File: src/rtl/gpioemu_seq.sv
// Bus sequencer that drives a memory-mapped multiply emulator: write operands, start, poll, read results.
// Optional poll timeout enabled by defining GPIOEMU_SEQ_TIMEOUT_EN.
module gpioemu_seq #(
  parameter int POLL_LIMIT = 255,
  parameter int POLL_GAP   = 2
) (
  input  logic        clk,
  input  logic        n_reset,
  input  logic        in_valid,
  output logic        in_ready,
  input  logic [23:0] in_a1,
  input  logic [23:0] in_a2,
  output logic [15:0] saddress,
  output logic        swr,
  output logic        srd,
  output logic [31:0] sdata_out,
  input  logic [31:0] sdata_in,
  output logic        res_valid,
  input  logic        res_ready,
  output logic [31:0] res_w,
  output logic [5:0]  res_l,
  output logic        res_ovf,
  output logic        res_err,
  output logic        busy
);

  typedef enum logic [3:0] {
    IDLE, WA1, WA2, START, POLL, GAP, RDW, RDL, OUT
  } state_t;

  localparam logic [15:0] ADDR_A1   = 16'h0380;
  localparam logic [15:0] ADDR_A2   = 16'h0388;
  localparam logic [15:0] ADDR_RESW = 16'h0390;
  localparam logic [15:0] ADDR_RESL = 16'h0398;
  localparam logic [15:0] ADDR_CTRL = 16'h03A0;

  // step holds the bus phase (SETUP/STROBE/SAMPLE) or the gap count.
  localparam int SW = (POLL_GAP > 4) ? $clog2(POLL_GAP) : 2;
  localparam logic [SW-1:0] STEP_STROBE = SW'(1);
  localparam logic [SW-1:0] STEP_SAMPLE = SW'(2);
  localparam logic [SW-1:0] STEP_GAP_END = SW'(POLL_GAP - 1);

  state_t        state, state_nxt;
  logic [SW-1:0] step;
  logic          step_last;
  logic [23:0]   a1_r, a2_r;
  logic          accept;
  logic          poll_done;
  logic          timeout;

  assign in_ready  = n_reset && (state == IDLE);
  assign accept    = in_valid && in_ready;
  assign res_valid = (state == OUT);
  assign busy      = (state != IDLE);
  assign poll_done = (state == POLL) && step_last;

  // NOTE: sequential state uses non-blocking assignments so every register samples pre-edge values.
  always_ff @(posedge clk) begin
    if (!n_reset) begin
      state <= IDLE;
      step  <= '0;
    end else begin
      state <= state_nxt;
      step  <= (step_last || (state_nxt != state)) ? '0 : step + 1'b1;
    end
  end

  // NOTE: every combinational output gets a default first so no latch is inferred.
  always_comb begin
    state_nxt = state;
    step_last = 1'b0;
    case (state)
      IDLE:  if (accept) state_nxt = WA1;
      WA1: begin
        step_last = (step == STEP_STROBE);
        if (step_last) state_nxt = WA2;
      end
      WA2: begin
        step_last = (step == STEP_STROBE);
        if (step_last) state_nxt = START;
      end
      START: begin
        step_last = (step == STEP_STROBE);
        if (step_last) state_nxt = POLL;
      end
      POLL: begin
        step_last = (step == STEP_SAMPLE);
        if (step_last) begin
          if (sdata_in[1])       state_nxt = RDW;
          else if (timeout)      state_nxt = OUT;
          else if (POLL_GAP == 0) state_nxt = POLL;
          else                   state_nxt = GAP;
        end
      end
      GAP: begin
        step_last = (step == STEP_GAP_END);
        if (step_last) state_nxt = POLL;
      end
      RDW: begin
        step_last = (step == STEP_SAMPLE);
        if (step_last) state_nxt = RDL;
      end
      RDL: begin
        step_last = (step == STEP_SAMPLE);
        if (step_last) state_nxt = OUT;
      end
      OUT:     if (res_ready) state_nxt = IDLE;
      default: state_nxt = IDLE;
    endcase
  end

  always_comb begin
    saddress  = 16'h0;
    sdata_out = 32'h0;
    swr       = 1'b0;
    srd       = 1'b0;
    case (state)
      WA1: begin
        saddress  = ADDR_A1;
        sdata_out = {8'h0, a1_r};
        swr       = (step == STEP_STROBE);
      end
      WA2: begin
        saddress  = ADDR_A2;
        sdata_out = {8'h0, a2_r};
        swr       = (step == STEP_STROBE);
      end
      START: begin
        saddress = ADDR_CTRL;
        swr      = (step == STEP_STROBE);
      end
      POLL: begin
        saddress = ADDR_CTRL;
        srd      = (step == STEP_STROBE);
      end
      RDW: begin
        saddress = ADDR_RESW;
        srd      = (step == STEP_STROBE);
      end
      RDL: begin
        saddress = ADDR_RESL;
        srd      = (step == STEP_STROBE);
      end
      default: ;
    endcase
  end

  // NOTE: operand registers carry no reset; they are always loaded on accept before any use.
  always_ff @(posedge clk) begin
    if (accept) begin
      a1_r <= in_a1;
      a2_r <= in_a2;
    end
  end

  always_ff @(posedge clk) begin
    if (!n_reset) begin
      res_w   <= 32'h0;
      res_l   <= 6'h0;
      res_ovf <= 1'b0;
    end else if (accept) begin
      res_w   <= 32'h0;
      res_l   <= 6'h0;
      res_ovf <= 1'b0;
    end else begin
      if (poll_done && sdata_in[1]) res_ovf <= ~sdata_in[0];
      if ((state == RDW) && step_last) res_w <= sdata_in;
      if ((state == RDL) && step_last) res_l <= sdata_in[5:0];
    end
  end

`ifdef GPIOEMU_SEQ_TIMEOUT_EN
  localparam int PW = $clog2(POLL_LIMIT + 1);
  logic [PW-1:0] poll_cnt;

  // poll_cnt holds the number of failed polls so far; the last allowed failure times out.
  assign timeout = (poll_cnt >= PW'(POLL_LIMIT - 1));

  always_ff @(posedge clk) begin
    if (!n_reset) begin
      poll_cnt <= '0;
      res_err  <= 1'b0;
    end else if (accept) begin
      poll_cnt <= '0;
      res_err  <= 1'b0;
    end else if (poll_done && !sdata_in[1]) begin
      if (poll_cnt != PW'(POLL_LIMIT)) poll_cnt <= poll_cnt + 1'b1;
      if (timeout) res_err <= 1'b1;
    end
  end
`else
  assign timeout = 1'b0;
  assign res_err = 1'b0;
`endif

endmodule

File: config.mk
export PLATFORM = sky130hd
export DESIGN_NAME = gpioemu_seq
export DESIGN_NICKNAME = d
export VERILOG_FILES = /design/src/rtl/gpioemu_seq.sv
export SDC_FILE = /design/constraint.sdc
export NUM_CORES = 1
export LEC_CHECK = 0
export CORE_MARGIN = 1.5
export CORE_UTILIZATION = 40
export CTS_CLUSTER_DIAMETER = 40
export DETAILED_ROUTE_END_ITERATION = 12
export GPL_ROUTABILITY_DRIVEN = 0
export GPL_TIMING_DRIVEN = 0
export PLACE_DENSITY = 0.81
export SETUP_SLACK_MARGIN = 0.05
export SYNTH_ARGS = -nofsm -noshare
export SYNTH_HDL_FRONTEND = slang
export SYNTH_SLANG_ARGS = --single-unit
File: constraint.sdc
create_clock -name clk -period 4.2 [get_ports clk]
set_input_delay 0.63 -clock clk [delete_from_list [all_inputs] [get_ports clk]]
set_output_delay 0.63 -clock clk [all_outputs]
set_load 0.01 [all_outputs]
==> results of run 1 <==
## worst max path at each step
stage                        start            to  slack [ns]  depth (start not counted)
final                     state[1]  sdata_out[3]        0.70                          5
after global routing      state[1]  sdata_out[4]        0.50                          5
after CTS                 state[1]  sdata_out[3]        0.65                          5
after detailed placement  state[1]  sdata_out[3]        1.05                          5
after global placement     n_reset      a2_r[14]        0.81                          4
after floorplan           state[2]       a1_r[0]        1.67                          4
## registers in the layout, indices dropped and copies added (netlist names)
| name | cells |
|---|---|
| res_w | 32 |
| a1_r | 24 |
| a2_r | 24 |
| res_l | 6 |
| state | 4 |
| step | 2 |
| res_ovf | 1 |
## power groups by stage
stage	logic, mW	registers, mW	clock network, mW
global placement	0.546	1.06	0
finish	0.561	1.04	0.517
floorplan	0.275	1.05	0
global route	0.603	1.04	0.569
CTS	0.563	1.04	0.533
detailed placement	0.562	1.06	0
## critical path, stage by stage (launching register included)
cell and delay, ns:
dfxtp_1 0.39, nand2b_1 0.22, nor3_1 0.69, clkbuf_1 0.45
a22o_1 0.24, clkdlybuf4s50_1 0.54
## per-layer routing
layer | GRT usage (%) | vias to the layer above | routed length [um]
li1 | - | 1518 | -
met1 | 21.9 | 1415 | 3710
met2 | 30.9 | 141 | 4460
met3 | 6.75 | 13 | 861
met4 | 5.53 | 0 | 119
met5 | 0 | - | 0
## final cells by class
class	instances	share of cell area (%)
clock buffers	11	2.31
clock inverters	5	0.660
inverters	8	0.528
repair buffers	158	28.0
plain buffers	41	4.42
well taps	111	2.44
flip-flops and latches	93	41.2
multi-input cells	216	20.5
## synthesized netlist by cell type (2+ instances only)
library cell  count  area (um^2)
ha_1              2         25.0
nand3_1           3         15.0
buf_6             2         22.5
mux2i_1           7         70.1
nor2_1           19         71.3
inv_1             8         30.0
nand2_1          70          263
buf_4            21          158
or3_4             2         22.5
a21oi_1          37          185
clkbuf_1         15         56.3
nand2b_1          3         18.8
nor4_1            2         12.5
nor3_1            4         20.0
buf_2             3         15.0
nor2b_1           2         12.5
nand3b_1          2         15.0
dfxtp_1          45          901
a22o_1           24          210
edfxtp_1         48         1440
## per-stage QoR
stage	utilization (%)	total power [mW]	hold WS (ns)	instances
floorplan	-	1.33	0.427	358
global placement	60.1	1.60	0.440	626
detailed placement	60.3	1.62	0.448	627
CTS	62.2	2.13	0.458	643
global route	62.2	2.21	0.476	643
finish	62.2	2.11	0.455	643
## kinds of logic after synthesis
family	after synthesis
other cells	1
buf+inv	49
simple gates	116
xor+xnor	2
flops	93
mux	8
fa+ha+maj	2
compound gates	69
==> impl_metrics.toml, run 1 <==
[placement]
place_hpwl_um = 6970
port-buffer-count = 157
pre_cts_slack_ns = 1.05
placed_area_mm2 = 0.00552

[hold_path]
hold_class = "register to register"
holdPathStages = 2
min_to = "res_w[9]"
min-delay-start = "res_w[9]"

[worst_setup_path]
cp-start-kind = "register"
crit_required_ns = 3.57
reg2reg_depth = 5
rrSetupSlack_ns = 2.00
reg2reg_from = "state[2]"
crit_arrival_ns = 2.87
crit_type = "register to primary output"
r2r-end = "a2_r[1]"
cp_max_fo = 10
end_kind = "primary output"

[global_route]
grt_pass1_vias = 3025
antenna_found_initial = 0
grt_pass1_wl_um = 14300
grt_max_degree = 29
grt_use_total_pct = 18.3
grt_overflow = 0

[logic_synthesis]
synth.avg_cell_area_um2 = 11.0
synth_edf_count = 48
synth-adder-area-share_pct = 0.672
synth_top_family_by_area = "simple AND/OR/NAND/NOR gates"
muxShareOfSynthArea_pct = 2.18
async_flop_share_pct = 0
synth.distinct_cells = 41
synth-seq-cells = 93
synth_warnings = 0
synthFlopType = "edfxtp_1"
syn-instance-count = 340
synth_area_mm2 = 0.00372
synth-xor-area-share_pct = 0.470
synth_compound_area_share_pct = 12.4
ys_seq_area_share_pct = 62.9
synth-simple-area-share_pct = 13.7

[layout]
final_common_cell = "clkdlybuf4s50_1"
nNetsFinal = 613
mostFrequentLayoutCells = "clkdlybuf4s50_1, nand2_1, edfxtp_1, dfxtp_1, a21oi_1"
design_area_mm2 = 0.00569
seqCellArea_mm2 = 0.00234
fillers = 741
multiInputGateArea_mm2 = 0.00117
layout-drive-gt1-share_pct = 9.02
num_antenna_cells = 0
syn_to_final_growth_pct = 52.8

[sta]
max_clock_freq_ghz = 0.286
fin_crit_sh_pct = 83.2
rsz0062_at_grt = "false"
finalMaxSlewViolations = 0
finalSetupTns_ns = 0
worst_pin_slew_ns = 0.879
clock_skew_ns = 0.0141
setup_ws_ns = 0.704
setup_violations = 0
slew_headroom_pct = 41.0
hold_viol = 0
period_minus_slack_ns = 3.50

[clock_tree]
clock_path_buffers = 2
clock_latency_ns = 0.34
h-tree-depth = 3
cts.root.buffer_cell = "clkbuf_8"
cts_hold_buf = 0
clkTransAtPathRegs_ns = 0.09
cts_resized = 0
cts_tree = "yes"
cts_buffers = 9
cts.sinks = 93
post-cts-setup-buffer-count = 0

[power_and_ir_drop]
comb_power_share_pct = 26.5
power.switching_mw = 0.574
internal-power_mw = 1.54
pwr_density_cell_mw_per_mm2 = 372
switching_share_pct = 27.1
leakage_nw = 2.01
peakVddDrop_mv = 0.197
p_seq_share_pct = 49.0
clkPwrFrac_pct = 24.4

[floorplanning]
io_pins = 177
core_area_mm2 = 0.00915
start_util_pct = 40.7
die_w_um = 99.5
die_h_um = 99.5
dieArea_mm2 = 0.00990
num_rows = 35

[drt]
vias = 3087
post-route-drc-count = 0
drt_first_iter_violations = 75
antenna_left = 0
via_per_inst = 4.80
drt_pre_antenna_iters = 4
post_drt_wl_per_cell_um = 14.2
routed_wl_um = 9150

[status]
outcome = "finished, final reports clean"

[job]
cap_violations = 0
(Power assumes the default switching activity.)
==> run 2, diff against run 1 <==
==> constraint.sdc (replaced) <==
create_clock -name clk -period 3.55 [get_ports clk]
set_input_delay 0.5325 -clock clk [delete_from_list [all_inputs] [get_ports clk]]
set_output_delay 0.5325 -clock clk [all_outputs]
set_load 0.01 [all_outputs]
==> impl_metrics.toml, run 2 (synthesized netlist as in run 1, its figures left out) <==
[clock_tree]
cts_buffers = 9
clock_path_buffers = 2
cts_hold_buf = 0
h-tree-depth = 3
cts_tree = "yes"
clock_latency_ns = 0.34
cts_resized = 0
cts.root.buffer_cell = "clkbuf_8"
clkTransAtPathRegs_ns = 0.09
cts.sinks = 93
post-cts-setup-buffer-count = 0

[floorplanning]
start_util_pct = 40.7
die_h_um = 99.5
die_w_um = 99.5
io_pins = 177
num_rows = 35
dieArea_mm2 = 0.00990
core_area_mm2 = 0.00915

[hold_path]
hold_class = "register to register"

[worst_setup_path]
cp-start-kind = "register"
rrSetupSlack_ns = 1.34
reg2reg_depth = 5
crit_start = "state[1]"
end_kind = "primary output"
crit_type = "register to primary output"
crit_required_ns = 3.02
crit_arrival_ns = 2.57
reg2reg_from = "state[2]"
cp_max_fo = 10
cp-endpoint = "sdata_out[15]"
r2r-end = "a2_r[1]"

[drt]
drt_pre_antenna_iters = 4
via_per_inst = 4.80
routed_wl_um = 9160
antenna_left = 0
post_drt_wl_per_cell_um = 14.2
post-route-drc-count = 0
vias = 3087
drt_first_iter_violations = 84

[sta]
worst_pin_slew_ns = 0.500
clock_skew_ns = 0.0141
max_clock_freq_ghz = 0.323
finalMaxSlewViolations = 0
fin_crit_sh_pct = 87.3
rsz0062_at_grt = "false"
period_minus_slack_ns = 3.10
hold_viol = 0
finalSetupTns_ns = 0
setup_violations = 0
slew_headroom_pct = 66.6

[layout]
mostFrequentLayoutCells = "clkdlybuf4s50_1, nand2_1, edfxtp_1, dfxtp_1, a21oi_1"
finalNonFillerCells = 643
nNetsFinal = 613
final_common_cell = "clkdlybuf4s50_1"
final_core_utilization_pct = 62.3
largestRegisters = "res_w x32, a1_r x24, a2_r x24"
layout-drive-gt1-share_pct = 9.40
fillers = 741
num_antenna_cells = 0
top_register = "res_w"
syn_to_final_growth_pct = 53.1
largest_reg_flops = 32

[job]
cap_violations = 0

[placement]
place_inst = 627
place_hpwl_um = 6970
port-buffer-count = 157

[global_route]
grt_use_total_pct = 18.3
grt_pass1_vias = 3025
antenna_found_initial = 0
grt_overflow = 0
grt_pass1_wl_um = 14300
grt_max_degree = 29

[power_and_ir_drop]
pwr_density_cell_mw_per_mm2 = 439
finalPower_mw = 2.50
peakVddDrop_mv = 0.232
leakage_nw = 2.02

[status]
outcome = "finished, final reports clean"
-- run 2: final cells by class --
class / count / area [um^2] / area share [%]
Buffer: 41 / 251 / 4.41
Clock buffer: 11 / 131 / 2.30
Clock inverter: 5 / 37.5 / 0.658
Inverter: 8 / 30.0 / 0.527
Multi-Input combinational cell: 216 / 1180 / 20.7
Sequential cell: 93 / 2340 / 41.1
Tap cell: 111 / 139 / 2.44
Timing Repair Buffer: 158 / 1590 / 27.9
-- run 2: stage by stage --
step,hold WS (ns),instance area [um^2],setup slack (ns)
2_1_floorplan,0.427,3790,1.02
3_3_place_gp,0.440,5500,0.256
3_5_place_dp,0.448,5520,0.494
4_1_cts,0.458,5690,0.0993
5_1_grt,0.476,5700,0.257
6_report,0.455,5700,0.451
-- run 2: where the power goes --
part,internal [mW],switching [mW]
registers,1.20,0.0249
logic,0.366,0.299
clock network,0.255,0.356
total,1.82,0.679
-- run 2: per-layer routing --
layer	share of wire, %	global-route usage (%)
met2	49	30.9
met1	40	21.9
met4	1.3	5.53
met3	9.6	6.75
met5	0	0
-- run 2: worst min path at each step --
stage	endpoint	depth (start not counted)	slack [ns]	from
after floorplan	step[0]	1	0.43	step[0]
after global placement	step[0]	1	0.44	step[0]
after detailed placement	res_w[5]	2	0.45	res_w[5]
after CTS	res_w[5]	2	0.46	res_w[5]
after global routing	res_w[3]	2	0.48	res_w[3]
final	res_w[9]	2	0.46	res_w[9]
-- run 2: worst max-delay path, cell delays in order, from the launching register on --
cell and delay [ns]:
dfxtp_1 0.47, nand2b_1 0.16, nor3_2 0.39, clkbuf_1 0.44
a22o_1 0.21, clkdlybuf4s50_1 0.55
==> run 3, diff against run 2 <==
--- a/config.mk
+++ b/config.mk
@@ -11,6 +11,7 @@
 export DETAILED_ROUTE_END_ITERATION = 12
 export GPL_ROUTABILITY_DRIVEN = 0
 export GPL_TIMING_DRIVEN = 0
+export HOLD_SLACK_MARGIN = 0.05
 export PLACE_DENSITY = 0.81
 export SETUP_SLACK_MARGIN = 0.05
 export SYNTH_ARGS = -nofsm -noshare
==> results of run 3 <==
Final layout, timing and power as in run 2 (identical DEF).
